**src/rtl/mdu_pkg.sv**
```systemverilog
// rtl/mdu_pkg.sv - shared types and constants for the RV32M multiply/divide unit
package mdu_pkg;

    localparam int XLEN        = 32;
    localparam int ITER        = 32;
    localparam int MDU_LATENCY = ITER + 1;

    typedef enum logic [2:0] {
        OP_MUL    = 3'b000,
        OP_MULH   = 3'b001,
        OP_MULHSU = 3'b010,
        OP_MULHU  = 3'b011,
        OP_DIV    = 3'b100,
        OP_DIVU   = 3'b101,
        OP_REM    = 3'b110,
        OP_REMU   = 3'b111
    } mdu_op_e;

    typedef enum logic [1:0] {
        ST_IDLE = 2'd0,
        ST_RUN  = 2'd1,
        ST_DONE = 2'd2
    } mdu_state_e;

endpackage

```
**src/rtl/mdu_divider_core.sv**
```systemverilog
// rtl/mdu_divider_core.sv - restoring divider on magnitudes, one quotient bit per step
module mdu_divider_core
    import mdu_pkg::*;
(
    input  logic            clk,
    input  logic            rst_n,
    input  logic            load,
    input  logic            step,
    input  logic [XLEN-1:0] dividend,
    input  logic [XLEN-1:0] divisor,
    output logic [XLEN-1:0] quo_next,
    output logic [XLEN-1:0] rem_next
);

    logic [XLEN-1:0] quo_q, quo_d;
    logic [XLEN-1:0] rem_q, rem_d;
    logic [XLEN-1:0] dvs_q, dvs_d;
    logic [XLEN:0]   trial;
    logic [XLEN:0]   diff;

    // Shift the next dividend bit into the partial remainder; keep the difference only if it fits
    always_comb begin
        quo_d = quo_q;
        rem_d = rem_q;
        dvs_d = dvs_q;
        trial = {rem_q, quo_q[XLEN-1]};
        diff  = trial - {1'b0, dvs_q};
        if (load) begin
            rem_d = '0;
            quo_d = dividend;
            dvs_d = divisor;
        end else if (step) begin
            if (!diff[XLEN]) begin
                rem_d = diff[XLEN-1:0];
                quo_d = {quo_q[XLEN-2:0], 1'b1};
            end else begin
                rem_d = trial[XLEN-1:0];
                quo_d = {quo_q[XLEN-2:0], 1'b0};
            end
        end
    end

    // Next values are exported so the parent can finish the result in the same cycle
    assign quo_next = quo_d;
    assign rem_next = rem_d;

    // Divider state registers
    always_ff @(posedge clk or negedge rst_n) begin
        if (!rst_n) begin
            quo_q <= '0;
            rem_q <= '0;
            dvs_q <= '0;
        end else begin
            quo_q <= quo_d;
            rem_q <= rem_d;
            dvs_q <= dvs_d;
        end
    end

endmodule

```
**src/rtl/mul_div_unit.sv**
```systemverilog
// rtl/mul_div_unit.sv - iterative RV32M multiply/divide unit with registered result
module mul_div_unit #(
    parameter int XLEN = 32,
    parameter int ITER = 32
) (
    input  logic            CLK,
    input  logic            RST_N,
    input  logic            start,
    input  logic [2:0]      funct3,
    input  logic [XLEN-1:0] rs1,
    input  logic [XLEN-1:0] rs2,
    input  logic            flush,
    output logic            busy,
    output logic            done,
    output logic [XLEN-1:0] result
);
    import mdu_pkg::*;

    localparam int              CW       = $clog2(ITER);
    localparam logic [CW-1:0]   CNT_LAST = CW'(ITER - 1);
    localparam logic [XLEN-1:0] INT_MIN  = {1'b1, {(XLEN-1){1'b0}}};

    mdu_state_e        state_q, state_d;
    mdu_op_e           op_q, op_d, op_in;
    logic              busy_q, busy_d;
    logic              done_q, done_d;
    logic [XLEN-1:0]   result_q, result_d;
    logic [XLEN-1:0]   mcand_q, mcand_d;
    logic [2*XLEN-1:0] prod_q, prod_d;
    logic [CW-1:0]     cnt_q, cnt_d;
    logic              neg_q, neg_d;
    logic              rem_neg_q, rem_neg_d;

    logic              a_signed, b_signed, sign_a, sign_b;
    logic [XLEN-1:0]   mag_a, mag_b, special_res;
    logic              div_zero, div_ovf, is_special;
    logic [XLEN:0]     add_sum;
    logic [2*XLEN-1:0] prod_step, prod_fix;
    logic [XLEN-1:0]   quo_next, rem_next, quo_fix, rem_fix, fixed_res;
    logic              div_load, div_step;

    // Decode the incoming op: signedness, magnitudes and the single-cycle special cases
    always_comb begin
        op_in    = mdu_op_e'(funct3);
        a_signed = (op_in == OP_MUL) || (op_in == OP_MULH) || (op_in == OP_MULHSU) ||
                   (op_in == OP_DIV) || (op_in == OP_REM);
        b_signed = (op_in == OP_MUL) || (op_in == OP_MULH) ||
                   (op_in == OP_DIV) || (op_in == OP_REM);
        sign_a   = a_signed & rs1[XLEN-1];
        sign_b   = b_signed & rs2[XLEN-1];
        mag_a    = sign_a ? -rs1 : rs1;
        mag_b    = sign_b ? -rs2 : rs2;
        div_zero = funct3[2] && (rs2 == '0);
        div_ovf  = ((op_in == OP_DIV) || (op_in == OP_REM)) && (rs1 == INT_MIN) && (rs2 == '1);
        is_special  = div_zero || div_ovf;
        special_res = '0;
        if (div_zero) begin
            special_res = funct3[1] ? rs1 : '1;
        end else if (div_ovf) begin
            special_res = funct3[1] ? '0 : INT_MIN;
        end
    end

    // One shift-add multiply step plus the sign fix-up applied on the final iteration
    always_comb begin
        add_sum   = {1'b0, prod_q[2*XLEN-1:XLEN]} + (prod_q[0] ? {1'b0, mcand_q} : '0);
        prod_step = {add_sum, prod_q[XLEN-1:1]};
        prod_fix  = neg_q ? -prod_step : prod_step;
        quo_fix   = neg_q ? -quo_next : quo_next;
        rem_fix   = rem_neg_q ? -rem_next : rem_next;
        case (op_q)
            OP_MUL:                      fixed_res = prod_fix[XLEN-1:0];
            OP_MULH, OP_MULHSU, OP_MULHU: fixed_res = prod_fix[2*XLEN-1:XLEN];
            OP_DIV, OP_DIVU:             fixed_res = quo_fix;
            default:                     fixed_res = rem_fix;
        endcase
    end

    // Control: accept starts in IDLE/DONE, iterate in RUN, flush aborts without touching result
    always_comb begin
        state_d   = state_q;
        op_d      = op_q;
        done_d    = 1'b0;
        result_d  = result_q;
        mcand_d   = mcand_q;
        prod_d    = prod_q;
        cnt_d     = cnt_q;
        neg_d     = neg_q;
        rem_neg_d = rem_neg_q;
        div_load  = 1'b0;
        div_step  = 1'b0;
        if (flush) begin
            state_d = ST_IDLE;
        end else begin
            case (state_q)
                ST_RUN: begin
                    cnt_d    = cnt_q + CW'(1);
                    prod_d   = prod_step;
                    div_step = 1'b1;
                    if (cnt_q == CNT_LAST) begin
                        state_d  = ST_DONE;
                        done_d   = 1'b1;
                        result_d = fixed_res;
                    end
                end
                default: begin
                    state_d = ST_IDLE;
                    if (start) begin
                        op_d      = op_in;
                        neg_d     = sign_a ^ sign_b;
                        rem_neg_d = sign_a;
                        cnt_d     = '0;
                        if (is_special) begin
                            state_d  = ST_DONE;
                            done_d   = 1'b1;
                            result_d = special_res;
                        end else begin
                            state_d  = ST_RUN;
                            mcand_d  = mag_a;
                            prod_d   = {{XLEN{1'b0}}, mag_b};
                            div_load = 1'b1;
                        end
                    end
                end
            endcase
        end
        busy_d = (state_d == ST_RUN);
    end

    mdu_divider_core u_div (
        .clk      (CLK),
        .rst_n    (RST_N),
        .load     (div_load),
        .step     (div_step),
        .dividend (mag_a),
        .divisor  (mag_b),
        .quo_next (quo_next),
        .rem_next (rem_next)
    );

    // State, latched op fields, multiply datapath and registered outputs
    always_ff @(posedge CLK or negedge RST_N) begin
        if (!RST_N) begin
            state_q   <= ST_IDLE;
            op_q      <= OP_MUL;
            busy_q    <= 1'b0;
            done_q    <= 1'b0;
            result_q  <= '0;
            mcand_q   <= '0;
            prod_q    <= '0;
            cnt_q     <= '0;
            neg_q     <= 1'b0;
            rem_neg_q <= 1'b0;
        end else begin
            state_q   <= state_d;
            op_q      <= op_d;
            busy_q    <= busy_d;
            done_q    <= done_d;
            result_q  <= result_d;
            mcand_q   <= mcand_d;
            prod_q    <= prod_d;
            cnt_q     <= cnt_d;
            neg_q     <= neg_d;
            rem_neg_q <= rem_neg_d;
        end
    end

    assign busy   = busy_q;
    assign done   = done_q;
    assign result = result_q;

endmodule

```
**config.mk**
```make
export PLATFORM = sky130hd
export DESIGN_NAME = mul_div_unit
export DESIGN_NICKNAME = d
export VERILOG_FILES = /design/src/rtl/mdu_pkg.sv /design/src/rtl/mdu_divider_core.sv /design/src/rtl/mul_div_unit.sv
export SDC_FILE = /design/constraint.sdc
export NUM_CORES = 1
export LEC_CHECK = 0
export BUFFER_PORTS_ARGS = -buffer_cell sky130_fd_sc_hd__buf_4
export CELL_PAD_IN_SITES_DETAIL_PLACEMENT = 1
export CELL_PAD_IN_SITES_GLOBAL_PLACEMENT = 1
export CORE_ASPECT_RATIO = 1.4
export CORE_UTILIZATION = 35
export CTS_CLUSTER_SIZE = 16
export DETAILED_ROUTE_END_ITERATION = 12
export PLACE_DENSITY_LB_ADDON = 0.1
export SLEW_MARGIN = 10
export SYNTH_ARGS = -nofsm -noshare
export SYNTH_HDL_FRONTEND = slang
export SYNTH_SLANG_ARGS = --single-unit
```
**constraint.sdc**
```tcl
create_clock -name CLK -period 5.6 [get_ports CLK]
set_clock_uncertainty 0.2 [all_clocks]
set_input_delay 0.28 -clock CLK [delete_from_list [all_inputs] [get_ports CLK]]
set_output_delay 0.28 -clock CLK [all_outputs]
set_load 0.005 [all_outputs]
```
# Word-level counts from Yosys, hierarchy flattened
# Index checks and enable logic that the tools add are counted.
[classes]
add_sub_neg = 8
n_mul = 0
n_div = 0
magnitude_cmp = 0
n_eq_ne = 16
n_shift = 0
muxes = 42
bitwise = 6
reduce_logical = 23
[op_table]
columns = ["operator", "n"]
rows = [
  ["2-to-1 mux 32 bit", 18],
  ["2-to-1 mux 64 bit", 4],
  ["negator 32 bit", 4],
  ["one-hot mux 32 bit (3 select lines)", 1],
  ["== test 32 bit, second input constant", 2],
  ["negator 64 bit", 1],
  ["adder 32 x 32 -> 33 bit", 1],
  ["subtractor 33 x 32 -> 33 bit", 1],
  ["logical NOT 32 bit", 1],
  ["== test 3 bit, second input constant", 4],
  ["2-to-1 mux 1 bit", 12],
  ["2-to-1 mux 2 bit", 5],
  ["2-to-1 mux 5 bit", 2],
  ["== test 3 x 2 -> 1 bit, second input constant", 3],
  ["logical OR 1 bit", 8],
  ["AND reduction 4 bit", 2],
  ["== test 3 x 1 -> 1 bit, second input constant", 2],
  ["logical NOT 3 bit", 2],
  ["AND reduction 3 bit", 2],
  ["adder 5 x 1 -> 5 bit, second input constant", 1],
  ["== test 5 bit, second input constant", 1],
  ["== test 2 x 1 -> 1 bit, second input constant", 2],
  ["nonzero test 2 bit", 2],
  ["logical AND 1 bit", 3],
  ["8 further kinds", 11],
]
[totals]
ff_bits = 238
latchBits = 0
ram_bits = 0
mem_bits_ro = 0
inputBits = 71
wordCells = 108
n_memories = 0

# Longest topological paths before layout
[depth]
depth_word = 15
mapped_depth = 21
mapped_depth_nobuf = 20

# By module
# Synthesis repeated with hierarchy kept, for this count alone.
[unflattened]
hier_cells = 2290
area_unflattened_um2 = 19045.8
[by_module_without_submodules]
columns = ["module", "n_inst", "cells_per_inst", "area_each_um2", "seq_area_each_um2"]
rows = [
  ["mul_div_unit", 1, 1608, 12954.9, 3553.4],
  ["mdu_divider_core", 1, 682, 6090.8, 2402.3],
]

# Worst setup path before layout
# OpenSTA, ideal clock, no wires.
[synth_path]
kind = "reg2reg"
startpoint = "reg u_div.dvs_q[17]"
endpoint = "reg result_q[26], in the netlist result[26]"
setup_ns = 0.082
t_arrival_ns = 4.316
setup_slack_ns = 1.002
path_stages_with_launch = 19
path_buffers = 1
period_less_slack_ns = 4.598
cell_sequence = "dfrtp_1 inv_1 ha_1 buf_6 a21o_4 a21oi_2 o31ai_2 a2111o_1 nor3_4 nor2_4 o21ai_0 nor2_1 a31oi_1 ha_1 a21boi_1 nand4b_2 or3_4 or4_1 a31oi_1"
[synth_via]
elab_chain_len = 9
elab_cells_between_ends = 14
classes_between = "add/sub: 3; mux: 11"
[synth_lines]
columns = ["element", "line_no", "rtl"]
rows = [
  ["from (decl)", "mdu_divider_core.sv:17", "logic [XLEN-1:0] dvs_q, dvs_d;"],
  ["from (signal assigned)", "mdu_divider_core.sv:56", "dvs_q <= dvs_d;"],
  ["subtractor 33 x 32 -> 33 bit (*)", "mdu_divider_core.sv:27", "diff = trial - {1'b0, dvs_q};"],
  ["2-to-1 mux 32 bit / 2-to-1 mux 1 bit (equally long branches)", "mdu_divider_core.sv:33", "if (!diff[XLEN]) begin"],
  ["2-to-1 mux 32 bit", "mdu_divider_core.sv:32", "end else if (step) begin"],
  ["2-to-1 mux 32 bit", "mdu_divider_core.sv:28", "if (load) begin"],
  ["negator 32 bit, on equally long branches", "mul_div_unit.sv:70, mul_div_unit.sv:69", ""],
  ["2-to-1 mux 32 bit, on equally long branches", "mul_div_unit.sv:70, mul_div_unit.sv:69", ""],
  ["one-hot mux 32 bit (3 select lines) (*)", "mul_div_unit.sv:71", "case (op_q)"],
  ["2-to-1 mux 32 bit (*)", "mul_div_unit.sv:100", "if (cnt_q == CNT_LAST) begin"],
  ["2-to-1 mux 32 bit (*)", "mul_div_unit.sv:95", "case (state_q)"],
  ["to (signal assigned)", "mul_div_unit.sv:159", "result_q <= result_d;"],
  ["to (decl)", "mul_div_unit.sv:27", "logic [XLEN-1:0] result_q, result_d;"],
]
# Every way passes the cells marked *; elsewhere a longest branch is shown, timed or not. The select of a mux whose other input is x is not followed.
# A chain may end at the register's enable or synchronous reset.

# Final worst setup path
[layout_path]
startpoint = "reg u_div.quo_q[31]"
endpoint = "reg result_q[26], in the netlist result[26]"
[layout_via]
elab_chain_len = 9
elab_cells_between_ends = 14
classes_between = "add/sub: 3; mux: 11"
[layout_lines]
columns = ["element", "line_no", "rtl"]
rows = [
  ["from (decl)", "mdu_divider_core.sv:15", "logic [XLEN-1:0] quo_q, quo_d;"],
  ["from (signal assigned)", "mdu_divider_core.sv:54", "quo_q <= quo_d;"],
  ["subtractor 33 x 32 -> 33 bit", "mdu_divider_core.sv:27", ""],
  ["2-to-1 mux 32 bit / 2-to-1 mux 1 bit (equally long branches)", "mdu_divider_core.sv:33", ""],
  ["2-to-1 mux 32 bit", "mdu_divider_core.sv:32", ""],
  ["2-to-1 mux 32 bit", "mdu_divider_core.sv:28", ""],
  ["negator 32 bit, on equally long branches", "mul_div_unit.sv:70, mul_div_unit.sv:69", ""],
  ["2-to-1 mux 32 bit, on equally long branches", "mul_div_unit.sv:70, mul_div_unit.sv:69", ""],
  ["one-hot mux 32 bit (3 select lines) (*)", "mul_div_unit.sv:71", ""],
  ["2-to-1 mux 32 bit (*)", "mul_div_unit.sv:100", ""],
  ["2-to-1 mux 32 bit (*)", "mul_div_unit.sv:95", ""],
]
# Marks and branches as above.

==> impl_metrics.toml <==
[routing]
antenna_left = 0
dr.pass1.iters = 9
viasPerCell = 6.012
drc_errors = 4
wirelength_mm = 99.75
drt_iter0_drc = 1577
routedWlPerCell_um = 28.00
num_vias = 21420

[timing]
finalCritPeriodShare_pct = 93.92
finalHoldViolCount = 0
maxSlewViolCount = 0
period_needed_ns = 5.260
finalSetupTns_ns = 0
slew_headroom_pct = 30.54
finalSetupViolations = 0
fmax_ghz = 0.1901
rsz0062_at_grt = "no"
hold_slack_ns = 0.01368
worst-slew-pin-transition_ns = 1.042

[finish]
final_area_mm2 = 0.02402
fin_util_pct = 41.67
area.growth.synth_to_final_pct = 17.51
drive_gt1_share_pct = 13.30
finalNetCount = 2944

[synth]
synth_seq_cells = 238
synth_async_sr_flop_share_pct = 100.0
synth_cell_types = 104
ys.flop_type = "dfrtp_1"
synth_edf_count = 0
syn-num-nets = 2807
yosys-top-cells-area = "dfrtp_1 29%, o21ai_0 6.9%, nand2_1 6.0%"
synth_warnings = 0
avgSynthCellArea_um2 = 7.678
yosysTopAreaCellShare_pct = 29.14
post-synth-top-area-cell = "dfrtp_1"
netlist_area_mm2 = 0.02044
synthCells = 2662
yosysSeqAreaShare_pct = 29.14

[power]
power.switching_mw = 5.692
peakVddDrop_v = 0.0002357
p_sw_share_pct = 49.66
pwr-share-comb_pct = 58.6
clkPwrFrac_pct = 18.2
p_per_area_mw_per_mm2 = 477.2
p_leak_nw = 10.03
p_int_mw = 5.770
power_frac_seq_pct = 23.2

[floorplan]
std_cell_rows = 104
die_w_um = 206.2
core_area_mm2 = 0.05765
initial_core_util_pct = 35.46
die_y_um = 287.9
dieArea_mm2 = 0.05938
ios = 105

[clocking]
numCtsBuffers = 28
cts_setup_buffers = 0
htreeDepth = 1
root_buffer = "clkbuf_16"
cts_tree = "yes"
clkSinkCount = 238
cts.path.max_buffers = 3
cts.clk_slew.worst_paths_ns = 0.07
worstSkewPairLatency_ns = 0.59

[critical_path]
cp_max_fo = 9
crit_arrival_ns = 5.57
critical_path_class = "flop to flop"
max_stage_delay_ns = 0.48
path_buf_inv = 1
cp_cell_sequence = "inv_1 -> ha_1 -> fa_1 -> nand2b_1 -> a21oi_1 -> o21a_1 -> o211ai_1 -> a21oi_2 -> nor2_4 -> o21ai_0 -> nor2_1 -> a31oi_1 -> ha_1 -> a21boi_1 -> nand4b_2 -> or3_4 -> or4_1 -> a31oi_1"
cp_top_family = "compound AO/OA/AOI/OAI gates"
start_kind = "flop"
slowest_stage = "or3_4"
endpoint_kind = "flop"
worstPathRequired_ns = 5.91

[global_route]
antenna_found_initial = 1
grt_pass1_vias = 22130
track_usage_pct = 33.50
grt_max_degree = 151
gr-total-overflow = 0
grt_pass1_wl_mm = 146.6

[placed_design]
placed_area_mm2 = 0.02264
portBuffers = 104
hpwl_mm = 79.22
place.gp.congestion = 0.9604

[run_status]
violations = "design-rule violations"
status = "finished with violations"

[hold_path]
worstHoldPathType = "input port to flop"

[job]
maxCapViolCount = 0
worst min-delay path, cell delays in order:
cell,delay (ns)
buf_4,0.11
xnor2_1,0.18
o21ai_0,0.18
path summary, 6_finish.rpt:
path                       depth (start not counted)  slack [ns]              end            start
max reg2reg                                       18        0.34       result[26]  u_div.quo_q[31]
min reg2reg                                        2        0.28  u_div.dvs_q[16]  u_div.dvs_q[16]
max                                               18        0.34       result[26]  u_div.quo_q[31]
min                                                3        0.01  u_div.dvs_q[30]          rs2[30]
max in group asynchronous                          3        3.69       prod_q[53]            RST_N
min in group asynchronous                          2        0.14       prod_q[46]            RST_N
layout by cell type, fill, tap and decap left out, drive strengths merged, types with 25 or more instances in the layout:
master / synthesis / routed
nand2: 327 / 327
and3: 27 / 27
a21o: 25 / 25
mux2i: 30 / 30
dfrtp: 238 / 238
o21ai: 299 / 299
o211ai: 36 / 36
nor2: 216 / 216
a21oi: 219 / 219
nor4: 29 / 29
xor2: 81 / 81
ha: 72 / 72
a31oi: 38 / 38
nand4: 40 / 40
inv: 89 / 92
o31ai: 38 / 38
clkbuf: 118 / 32
and2: 55 / 55
xnor2: 115 / 115
buf: 49 / 240
nor2b: 33 / 33
dlygate4sd3: 0 / 34
nand3: 83 / 83
nor3: 74 / 74
synth_stat cells, drive strengths merged, types with 17 or more instances:
master	instances
a211oi	24
a21o	25
a21oi	219
a221oi	22
a31oi	38
and2	55
and3	27
buf	49
clkbuf	118
dfrtp	238
ha	72
inv	89
mux2i	30
nand2	327
nand2b	21
nand3	83
nand4	40
nor2	216
nor2b	33
nor3	74
nor4	29
o211ai	36
o21a	19
o21ai	299
o31ai	38
o41ai	17
or4	20
xnor2	115
xor2	81
power groups by stage:
stage	clock, mW	sequential (mW)	combinational [mW]
CTS	2.13	2.65	6.66
finish	2.08	2.66	6.72
detailed placement	0	2.68	6.60
floorplan	0	2.46	4.25
global route	2.19	2.72	7.25
global placement	0	2.66	6.53
registers in the layout (all words and copies together), names as in the netlist:
register,flops
neg_q,1
u_div.rem_q,32
result,32
prod_q,64
cnt_q,5
busy,1
u_div.dvs_q,32
rem_neg_q,1
done,1
state_q,2
u_div.quo_q,32
op_q,3
mcand_q,32
area by class of cell:
cell class | instances | area [um2]
fillers | 6975 | 33630
multi-input cells | 2167 | 13550
flip-flops and latches | 238 | 5957
repair buffers | 274 | 2225
well taps | 742 | 928.4
clock buffers | 32 | 747.0
inverters | 90 | 337.8
clock inverters | 19 | 266.5
diodes | 1 | 2.502
metrics by stage:
step / power [mW] / std cells / setup WS, ns
after global placement: 9.195 / 3476 / 0.1133
after detailed placement: 9.272 / 3477 / 0.3173
after floorplan: 6.702 / 2662 / 1.002
final: 11.46 / 3563 / 0.3403
after global routing: 12.16 / 3562 / 0.06532
after CTS: 11.45 / 3562 / 0.2939
logic make-up after synthesis:
family | share of synthesized area [%]
flip-flops | 29.14
multiplexers | 2.075
AO/OA/AOI/OAI | 26.48
AND/OR/NAND/NOR | 24.32
buffers and inverters | 4.989
XOR/XNOR | 8.399
adder cells (fa/ha/maj) | 4.604
routing by layer:
metal	up-vias	GRT usage (%)	routed length [um]
li1	9946	-	-
met4	2	23.95	8277
met5	-	0	17
met1	10760	37.91	38500
met3	203	3.204	3465
met2	514	58.43	49490
timing repair:
item,in CTS,in global routing
resized for setup,0,3
endpoints found under the setup margin,0,3
hold endpoints to repair,128,0
hold buffers,34,0
Power figures use the tool's default switching activity.
